[src/rtl/key_pkg.sv]
// Shared definitions for the push-button debounce filter: per-channel state
// encoding and the default qualification time.
package key_pkg;

    localparam int DEBOUNCE_CYC_DEF = 1000000;

    typedef enum logic [1:0] {
        ST_IDLE       = 2'd0,
        ST_PRESS_FILT = 2'd1,
        ST_DOWN       = 2'd2,
        ST_REL_FILT   = 2'd3
    } key_fsm_e;

    // The debounced level is "pressed" once a press has qualified and until a release has.
    function automatic logic is_pressed(input key_fsm_e st);
        return (st == ST_DOWN) || (st == ST_REL_FILT);
    endfunction

endpackage

[src/rtl/key_filter_ch.sv]
// One push-button channel: 2-flop synchronizer, debounce FSM and qualification counter.
//
// state          | meaning
// ST_IDLE        | key released and stable
// ST_PRESS_FILT  | key seen low, waiting for a stable low of DEBOUNCE_CYC cycles
// ST_DOWN        | key pressed and stable
// ST_REL_FILT    | key seen high, waiting for a stable high of DEBOUNCE_CYC cycles
module key_filter_ch
    import key_pkg::*;
#(
    parameter int DEBOUNCE_CYC = DEBOUNCE_CYC_DEF
) (
    input  logic clk,
    input  logic rst_n,
    input  logic key_n,
    output logic key_state,
    output logic press_pulse,
    output logic release_pulse
);

    localparam int CNT_W = $clog2(DEBOUNCE_CYC);
    localparam logic [CNT_W-1:0] CNT_LAST = CNT_W'(DEBOUNCE_CYC - 1);

    logic             sync_meta;
    logic             sync;
    key_fsm_e         state;
    key_fsm_e         state_nxt;
    logic [CNT_W-1:0] cnt;
    logic [CNT_W-1:0] cnt_nxt;
    logic             press_nxt;
    logic             release_nxt;

    // Synchronizer resets to 1 so an asserted reset looks like a released key.
    always_ff @(posedge clk or negedge rst_n) begin
        if (!rst_n) begin
            sync_meta <= 1'b1;
            sync      <= 1'b1;
        end else begin
            sync_meta <= key_n;
            sync      <= sync_meta;
        end
    end

    always_comb begin
        state_nxt   = state;
        cnt_nxt     = cnt;
        press_nxt   = 1'b0;
        release_nxt = 1'b0;
        case (state)
            ST_IDLE: begin
                if (!sync) begin
                    state_nxt = ST_PRESS_FILT;
                    cnt_nxt   = '0;
                end
            end
            ST_PRESS_FILT: begin
                if (sync) begin
                    state_nxt = ST_IDLE;
                end else if (cnt == CNT_LAST) begin
                    state_nxt = ST_DOWN;
                    press_nxt = 1'b1;
                end else begin
                    cnt_nxt = cnt + CNT_W'(1);
                end
            end
            ST_DOWN: begin
                if (sync) begin
                    state_nxt = ST_REL_FILT;
                    cnt_nxt   = '0;
                end
            end
            ST_REL_FILT: begin
                if (!sync) begin
                    state_nxt = ST_DOWN;
                end else if (cnt == CNT_LAST) begin
                    state_nxt   = ST_IDLE;
                    release_nxt = 1'b1;
                end else begin
                    cnt_nxt = cnt + CNT_W'(1);
                end
            end
            default: begin
                state_nxt = ST_IDLE;
                cnt_nxt   = '0;
            end
        endcase
    end

    // Outputs are registered from the next-state decode so they line up with the state change.
    always_ff @(posedge clk or negedge rst_n) begin
        if (!rst_n) begin
            state         <= ST_IDLE;
            cnt           <= '0;
            key_state     <= 1'b0;
            press_pulse   <= 1'b0;
            release_pulse <= 1'b0;
        end else begin
            state         <= state_nxt;
            cnt           <= cnt_nxt;
            key_state     <= is_pressed(state_nxt);
            press_pulse   <= press_nxt;
            release_pulse <= release_nxt;
        end
    end

endmodule

[src/rtl/key_filter.sv]
// Multi-channel push-button debounce filter: one independent channel per key
// plus a combined "any key pressed" indication.
module key_filter
    import key_pkg::*;
#(
    parameter int N_KEYS       = 4,
    parameter int DEBOUNCE_CYC = DEBOUNCE_CYC_DEF
) (
    input  logic              clk,
    input  logic              rst_n,
    input  logic [N_KEYS-1:0] key_n,
    output logic [N_KEYS-1:0] key_state,
    output logic [N_KEYS-1:0] press_pulse,
    output logic [N_KEYS-1:0] release_pulse,
    output logic              key_any
);

    for (genvar i = 0; i < N_KEYS; i++) begin : g_ch
        key_filter_ch #(
            .DEBOUNCE_CYC (DEBOUNCE_CYC)
        ) u_ch (
            .clk           (clk),
            .rst_n         (rst_n),
            .key_n         (key_n[i]),
            .key_state     (key_state[i]),
            .press_pulse   (press_pulse[i]),
            .release_pulse (release_pulse[i])
        );
    end

    assign key_any = |key_state;

endmodule

[config.mk]
export PLATFORM = sky130hd
export DESIGN_NAME = key_filter
export DESIGN_NICKNAME = d
export VERILOG_FILES = /design/src/rtl/key_pkg.sv /design/src/rtl/key_filter_ch.sv /design/src/rtl/key_filter.sv
export SDC_FILE = /design/constraint.sdc
export NUM_CORES = 1
export LEC_CHECK = 0
export BUFFER_PORTS_ARGS = -buffer_cell sky130_fd_sc_hd__clkbuf_2
export CORE_MARGIN = 3
export CORE_UTILIZATION = 59
export CTS_CLUSTER_SIZE = 40
export DETAILED_ROUTE_END_ITERATION = 8
export GPL_TIMING_DRIVEN = 0
export MAX_ROUTING_LAYER = met4
export PLACE_DENSITY = 0.76
export SLEW_MARGIN = 20
export SYNTH_ARGS = -nofsm -noshare
export SYNTH_HDL_FRONTEND = slang
export SYNTH_SLANG_ARGS = --single-unit
export TNS_END_PERCENT = 20
[constraint.sdc]
create_clock -name clk -period 5.3 [get_ports clk]
set_input_delay 1.06 -clock clk [delete_from_list [all_inputs] [get_ports clk]]
set_output_delay 1.06 -clock clk [all_outputs]
set_load 0.02 [all_outputs]
### Yosys cells after proc, flatten, opt, wreduce, memory -nomap -nowiden

Cells that the tools add are included.

| word-level totals | value |
|---|---|
| flip-flop bits (word level) | 108 |
| input bits | 6 |
| output and inout port bits | 13 |
| logic and storage cells | 157 |

| operators by class | value |
|---|---|
| $add $sub $neg | 4 |
| equality and inequality tests | 40 |
| mux-type cells | 72 |
| reductions and logical operators | 13 |

Operators with widths:

| kind | number |
|---|---|
| $mux 20 | 20 |
| $pmux 20 s4 | 4 |
| $add 20x1->20 const B | 4 |
| $eq 20x20->1 const B | 4 |
| $mux 2 | 24 |
| $eq 2x2->1 const B | 16 |
| $pmux 2 s4 | 4 |
| $mux 1 | 20 |
| $ne 2x1->1 const B | 8 |
| $ne 2x2->1 const B | 8 |
| $reduce_and 4->1 | 4 |
| $eq 2x1->1 const B | 4 |
| $logic_not 2->1 | 4 |
| $logic_or 1x1->1 | 4 |
| $reduce_or 4->1 | 1 |

### Longest topological paths before layout

| depth | value |
|---|---|
| word-level depth | 6 |
| mapped depth | 8 |
| depth with buffers taken out | 6 |

### Modules after synthesis

Synthesis repeated with hierarchy kept, for this count alone.

| unflattened totals | value |
|---|---|
| cell total of the unflattened synthesis | 559 |
| area total of the unflattened synthesis | 5560.3 µm² |

Modules (own cells, without submodules):

| module | instances | cells each | area each (µm²) | sequential area each (µm²) |
|---|---|---|---|---|
| key_filter_ch (g_ch[0].u_ch ...) | 3 | 136 | 1368.8 | 653.1 |
| key_filter_ch (g_ch[3].u_ch) | 1 | 150 | 1446.4 | 678.2 |
| key_filter | 1 | 1 | 7.5 | 0.0 |

### Worst setup path before layout

No wires, ideal clock.

| path | value |
|---|---|
| path type | register to register |
| start | reg g_ch[2].u_ch.cnt[8] |
| end | reg g_ch[2].u_ch.cnt[0] |
| setup time | 0.125 ns |
| arrival | 2.075 ns |
| data required time | 5.175 ns |
| slack | 3.100 ns |
| stages on the path, launching flop included | 6 |
| buffers on the path | 0 |
| period minus slack after synthesis | 2.200 ns |
| cell sequence | dfrtp_1 or4b_1 or4_4 o31ai_4 nor2_1 mux2_2 |

| on the way | value |
|---|---|
| cells in the longest elaborated chain, start to end | 4 |
| elaborated cells on any way between the ends | 5 |
| those cells by class | eq/ne (1); mux (4) |

RTL lines:

| element | RTL line | text |
|---|---|---|
| from (decl) | key_filter_ch.sv:28 | `logic [CNT_W-1:0] cnt;` |
| from (signal assigned) | key_filter_ch.sv:99 | `cnt <= cnt_nxt;` |
| $eq 20x20->1 (*) | key_filter_ch.sv:59, key_filter_ch.sv:75 |  |
| $mux 20 (*) | -- |  |
| $mux 20, on equally long branches | -- |  |
| $pmux 20 s4 (*) | -- |  |

Every way passes the cells marked *; elsewhere a longest branch is shown, timed or not. The select of a mux whose other input is x is not followed.
A chain may end at the register's enable or synchronous reset.

### Worst setup path after layout

| path | value |
|---|---|
| start | reg g_ch[3].u_ch.cnt[0] |
| end | reg g_ch[3].u_ch.cnt[14] |

| on the way | value |
|---|---|
| cells in the longest elaborated chain, start to end | 4 |
| elaborated cells on any way between the ends | 6 |
| those cells by class | add/sub (1); eq/ne (1); mux (4) |

RTL lines:

| element | RTL line | text |
|---|---|---|
| from (decl) | key_filter_ch.sv:28 |  |
| from (signal assigned) | key_filter_ch.sv:99 |  |
| $add 20x1->20 or $eq 20x20->1 (tied branches) | -- |  |
| $mux 20 (*) | key_filter_ch.sv:59, key_filter_ch.sv:75 |  |
| $mux 20, on equally long branches | key_filter_ch.sv:73, key_filter_ch.sv:57 |  |
| $pmux 20 s4 (*) | key_filter_ch.sv:49 | `case (state)` |

Marked as above.

==> impl_metrics.env <==
export IMPL_status="complete, no violations"
export IMPL_regArea_um2=2710
export IMPL_syn_nets=632
export IMPL_drt_total_wl_mm=12.0
export IMPL_critPathSlowestCell="o31ai_1"
export IMPL_antenna_found_initial=0
export IMPL_path_class="flip-flop to flip-flop"
export IMPL_yosysMostFrequentCell="dfrtp_1"
export IMPL_ioPinCount=19
export IMPL_synth_top_cell_area_share_pct=43.7
export IMPL_crit_arrival_ns=3.00
export IMPL_p_sw_mw=0.403
export IMPL_tritoncts="yes"
export IMPL_skew_ns=0.0129
export IMPL_cts_repair_resized=0
export IMPL_p_int_mw=1.09
export IMPL_grt_max_degree=76
export IMPL_synthArstFlopShare_pct=100
export IMPL_synth_edf_count=0
export IMPL_die_area_um2=10900
export IMPL_cpPeakStageDelay_ns=0.77
export IMPL_drive_above_1_share_pct=10.4
export IMPL_ys_flop_type="dfrtp_1"
export IMPL_crit_chain="ha_1 -> nand3_1 -> or2_2 -> o31ai_1 -> clkbuf_1 -> nand2_1 -> nand3_1"
export IMPL_synthesis_instances=622
export IMPL_cts_hold_fix_buffers=0
export IMPL_final_hold_viol_count=0
export IMPL_layout_nets=662
export IMPL_start_util_pct=61.4
export IMPL_synth_area_um2=5720
export IMPL_max_slew_margin_rel_pct=39.5
export IMPL_avgSynthCellArea_um2=9.20
export IMPL_clkTransAtPathRegs_ns=0.10
export IMPL_core_area_um2=9330
export IMPL_period_needed_ns=2.70
export IMPL_post_dp_hpwl_mm=8.38
export IMPL_io_buffers=18
export IMPL_worstPathMaxFanout=10
export IMPL_drt_pass1_iterations=5
export IMPL_setup_viol=0
export IMPL_drt_iter0_markers=267
export IMPL_detail_route_wl_per_cell_um=15.3
export IMPL_vias=4838
export IMPL_die_x_um=104
export IMPL_yosysWarnings=0
export IMPL_cp_end_kind="flip-flop"
export IMPL_clock_sinks=108
export IMPL_critPathRequiredTime_ns=5.61
export IMPL_num_antenna_cells=0
export IMPL_p_sw_share_pct=27.1
export IMPL_ir_worst_vdd_mv=0.140
export IMPL_period_share_pct=50.9
export IMPL_grt_pass1_wl_mm=21.1
export IMPL_max_freq_ghz=0.371
export IMPL_power_leakage_nw=2.67
export IMPL_rsz0062_at_grt="no"
export IMPL_yosys_register_bits=108
export IMPL_pwr_share_comb_pct=7.7
export IMPL_fillers=767
export IMPL_grt_usage_pct=23.8
export IMPL_drc=0
export IMPL_power_density_nw_per_um2=240
export IMPL_maxCapViolations=0
export IMPL_cts_path_max_buffers=2
export IMPL_grt_overflow=0
export IMPL_clock_latency_ns=0.38
export IMPL_cp_start_kind="flip-flop"
export IMPL_via_per_inst=6.16
export IMPL_clkPwrFrac_pct=32.1
export IMPL_holdCritPathClass="flip-flop to flip-flop"
export IMPL_worst_slew_pin_transition_ns=0.900
export IMPL_fp_dieH_um=104
export IMPL_synth_area_leader_cell="dfrtp_1"
export IMPL_drv_slew=0
export IMPL_cp_common_cell="nand3_1"
export IMPL_multi_input_area_um2=2770
export IMPL_cts_buffers=9
export IMPL_fp_row_count=35
export IMPL_htreeDepth=3
export IMPL_ys_top_cells_by_area="dfrtp_1, nand2_1, nand3_1"
export IMPL_yosysSeqAreaShare_pct=47.4
export IMPL_first_global_vias=4615
export IMPL_ant_nets=0
export IMPL_routabilityCongestion=0.916
export IMPL_p_seq_share_pct=60.2
export IMPL_worst_slack_ns=2.60
export IMPL_dp_slack_ns=2.64
export IMPL_fin_setup_tns_ns=0
export IMPL_root_buffer="clkbuf_8"
export IMPL_synthDistinctLibCells=56
export IMPL_area_growth_pct=8.24
export IMPL_post_cts_buffers=0
export IMPL_yosys_top_cells_count="dfrtp_1, nand2_1, nand3_1"
==> stage by stage <==
step / cells / cell area (um^2) / util, % / hold WS (ns) / total power [mW]
4_1_cts: 786 / 6190 / 66.4 / 0.364 / 1.51
5_1_grt: 786 / 6190 / 66.4 / 0.366 / 1.56
2_1_floorplan: 622 / 5720 / - / 0.345 / 0.976
6_report: 786 / 6190 / 66.4 / 0.366 / 1.49
3_3_place_gp: 769 / 5970 / 64.1 / 0.346 / 1.02
3_5_place_dp: 770 / 6010 / 64.4 / 0.347 / 1.03
==> worst max-delay path: cells and delay by family, from the launching register on <==
kind,cells,cell delay [ns]
simple gates,4,0.77
flops,1,0.43
buf+inv,1,0.43
compound gates,1,0.77
fa+ha+maj,1,0.23
==> path summary, 6_finish.rpt <==
check                                  startpoint  slack [ns]  cells past startpoint              endpoint
setup / recovery              g_ch[3].u_ch.cnt[0]        2.60                      7  g_ch[3].u_ch.cnt[14]
hold / removal             g_ch[2].u_ch.sync_meta        0.37                      0     g_ch[2].u_ch.sync
setup reg to reg              g_ch[3].u_ch.cnt[0]        2.60                      7  g_ch[3].u_ch.cnt[14]
hold reg to reg            g_ch[2].u_ch.sync_meta        0.37                      0     g_ch[2].u_ch.sync
max in group asynchronous                   rst_n        4.03                      2     g_ch[2].u_ch.sync
min in group asynchronous                   rst_n        0.57                      1   g_ch[3].u_ch.cnt[6]
==> placed cells by master (no fill, tap or decap), types with 4 or more instances in the layout <==
cell type	n
inv_1	12
or4_1	14
or3_1	9
xor2_1	4
ha_1	4
a22o_1	15
a21o_1	4
nand3_1	55
clkbuf_2	17
o211ai_1	4
nand2b_1	4
a21oi_1	13
nor3_1	25
o31ai_1	6
a31oi_1	10
clkbuf_1	22
xnor2_1	7
dfrtp_1	100
o21ai_0	39
nor4b_1	5
nand4_1	19
mux2i_1	21
clkbuf_8	11
o41ai_1	8
nor2_1	38
and4b_1	6
and3_1	13
nand2_1	90
and2_1	8
dfstp_2	8
and4_1	7
buf_4	12
nor4_1	8
==> sequential cells by signal, indices dropped and copies added (netlist names) <==
| signal | cells |
|---|---|
| g_ch.u_ch.cnt | 80 |
| g_ch.u_ch.key_state | 4 |
| g_ch.u_ch.sync | 4 |
| g_ch.u_ch.press_pulse | 4 |
| g_ch.u_ch.state | 8 |
| g_ch.u_ch.sync_meta | 4 |
| g_ch.u_ch.release_pulse | 4 |
==> final cells by class <==
class / count / area share, %
well taps: 129 / 2.61
repair buffers: 19 / 2.04
flip-flops and latches: 108 / 43.8
plain buffers: 36 / 3.05
clock inverters: 6 / 0.747
clock buffers: 10 / 2.22
multi-input cells: 465 / 44.8
inverters: 13 / 0.788
==> power groups by stage <==
stage	clock network [mW]	logic, mW	registers (mW)
2_1_floorplan	0	0.0744	0.901
3_3_place_gp	0	0.109	0.909
3_5_place_dp	0	0.117	0.912
4_1_cts	0.496	0.117	0.896
5_1_grt	0.526	0.131	0.903
6_report	0.477	0.115	0.896
==> cell families (layout without fill, tap and decap cells) <==
| kind of cell | after synthesis | in the layout | share of synthesized area, % |
|---|---|---|---|
| compound gates | 115 | 115 | 13.4 |
| xor+xnor | 11 | 11 | 1.68 |
| fa+ha+maj | 4 | 4 | 0.875 |
| buf+inv | 49 | 84 | 4.15 |
| flops | 108 | 108 | 47.4 |
| mux | 22 | 22 | 3.87 |
| simple gates | 313 | 313 | 28.6 |
==> per-layer routing <==
metal / routed length (um) / up-vias / global-route usage, %
li1: - / 2353 / -
met5: 0 / - / -
met3: 546 / 21 / 4.28
met4: 206 / 0 / 7.88
met1: 5630 / 2339 / 31.6
met2: 5650 / 125 / 37.1
No activity file was read; power rests on OpenSTA's default activity.
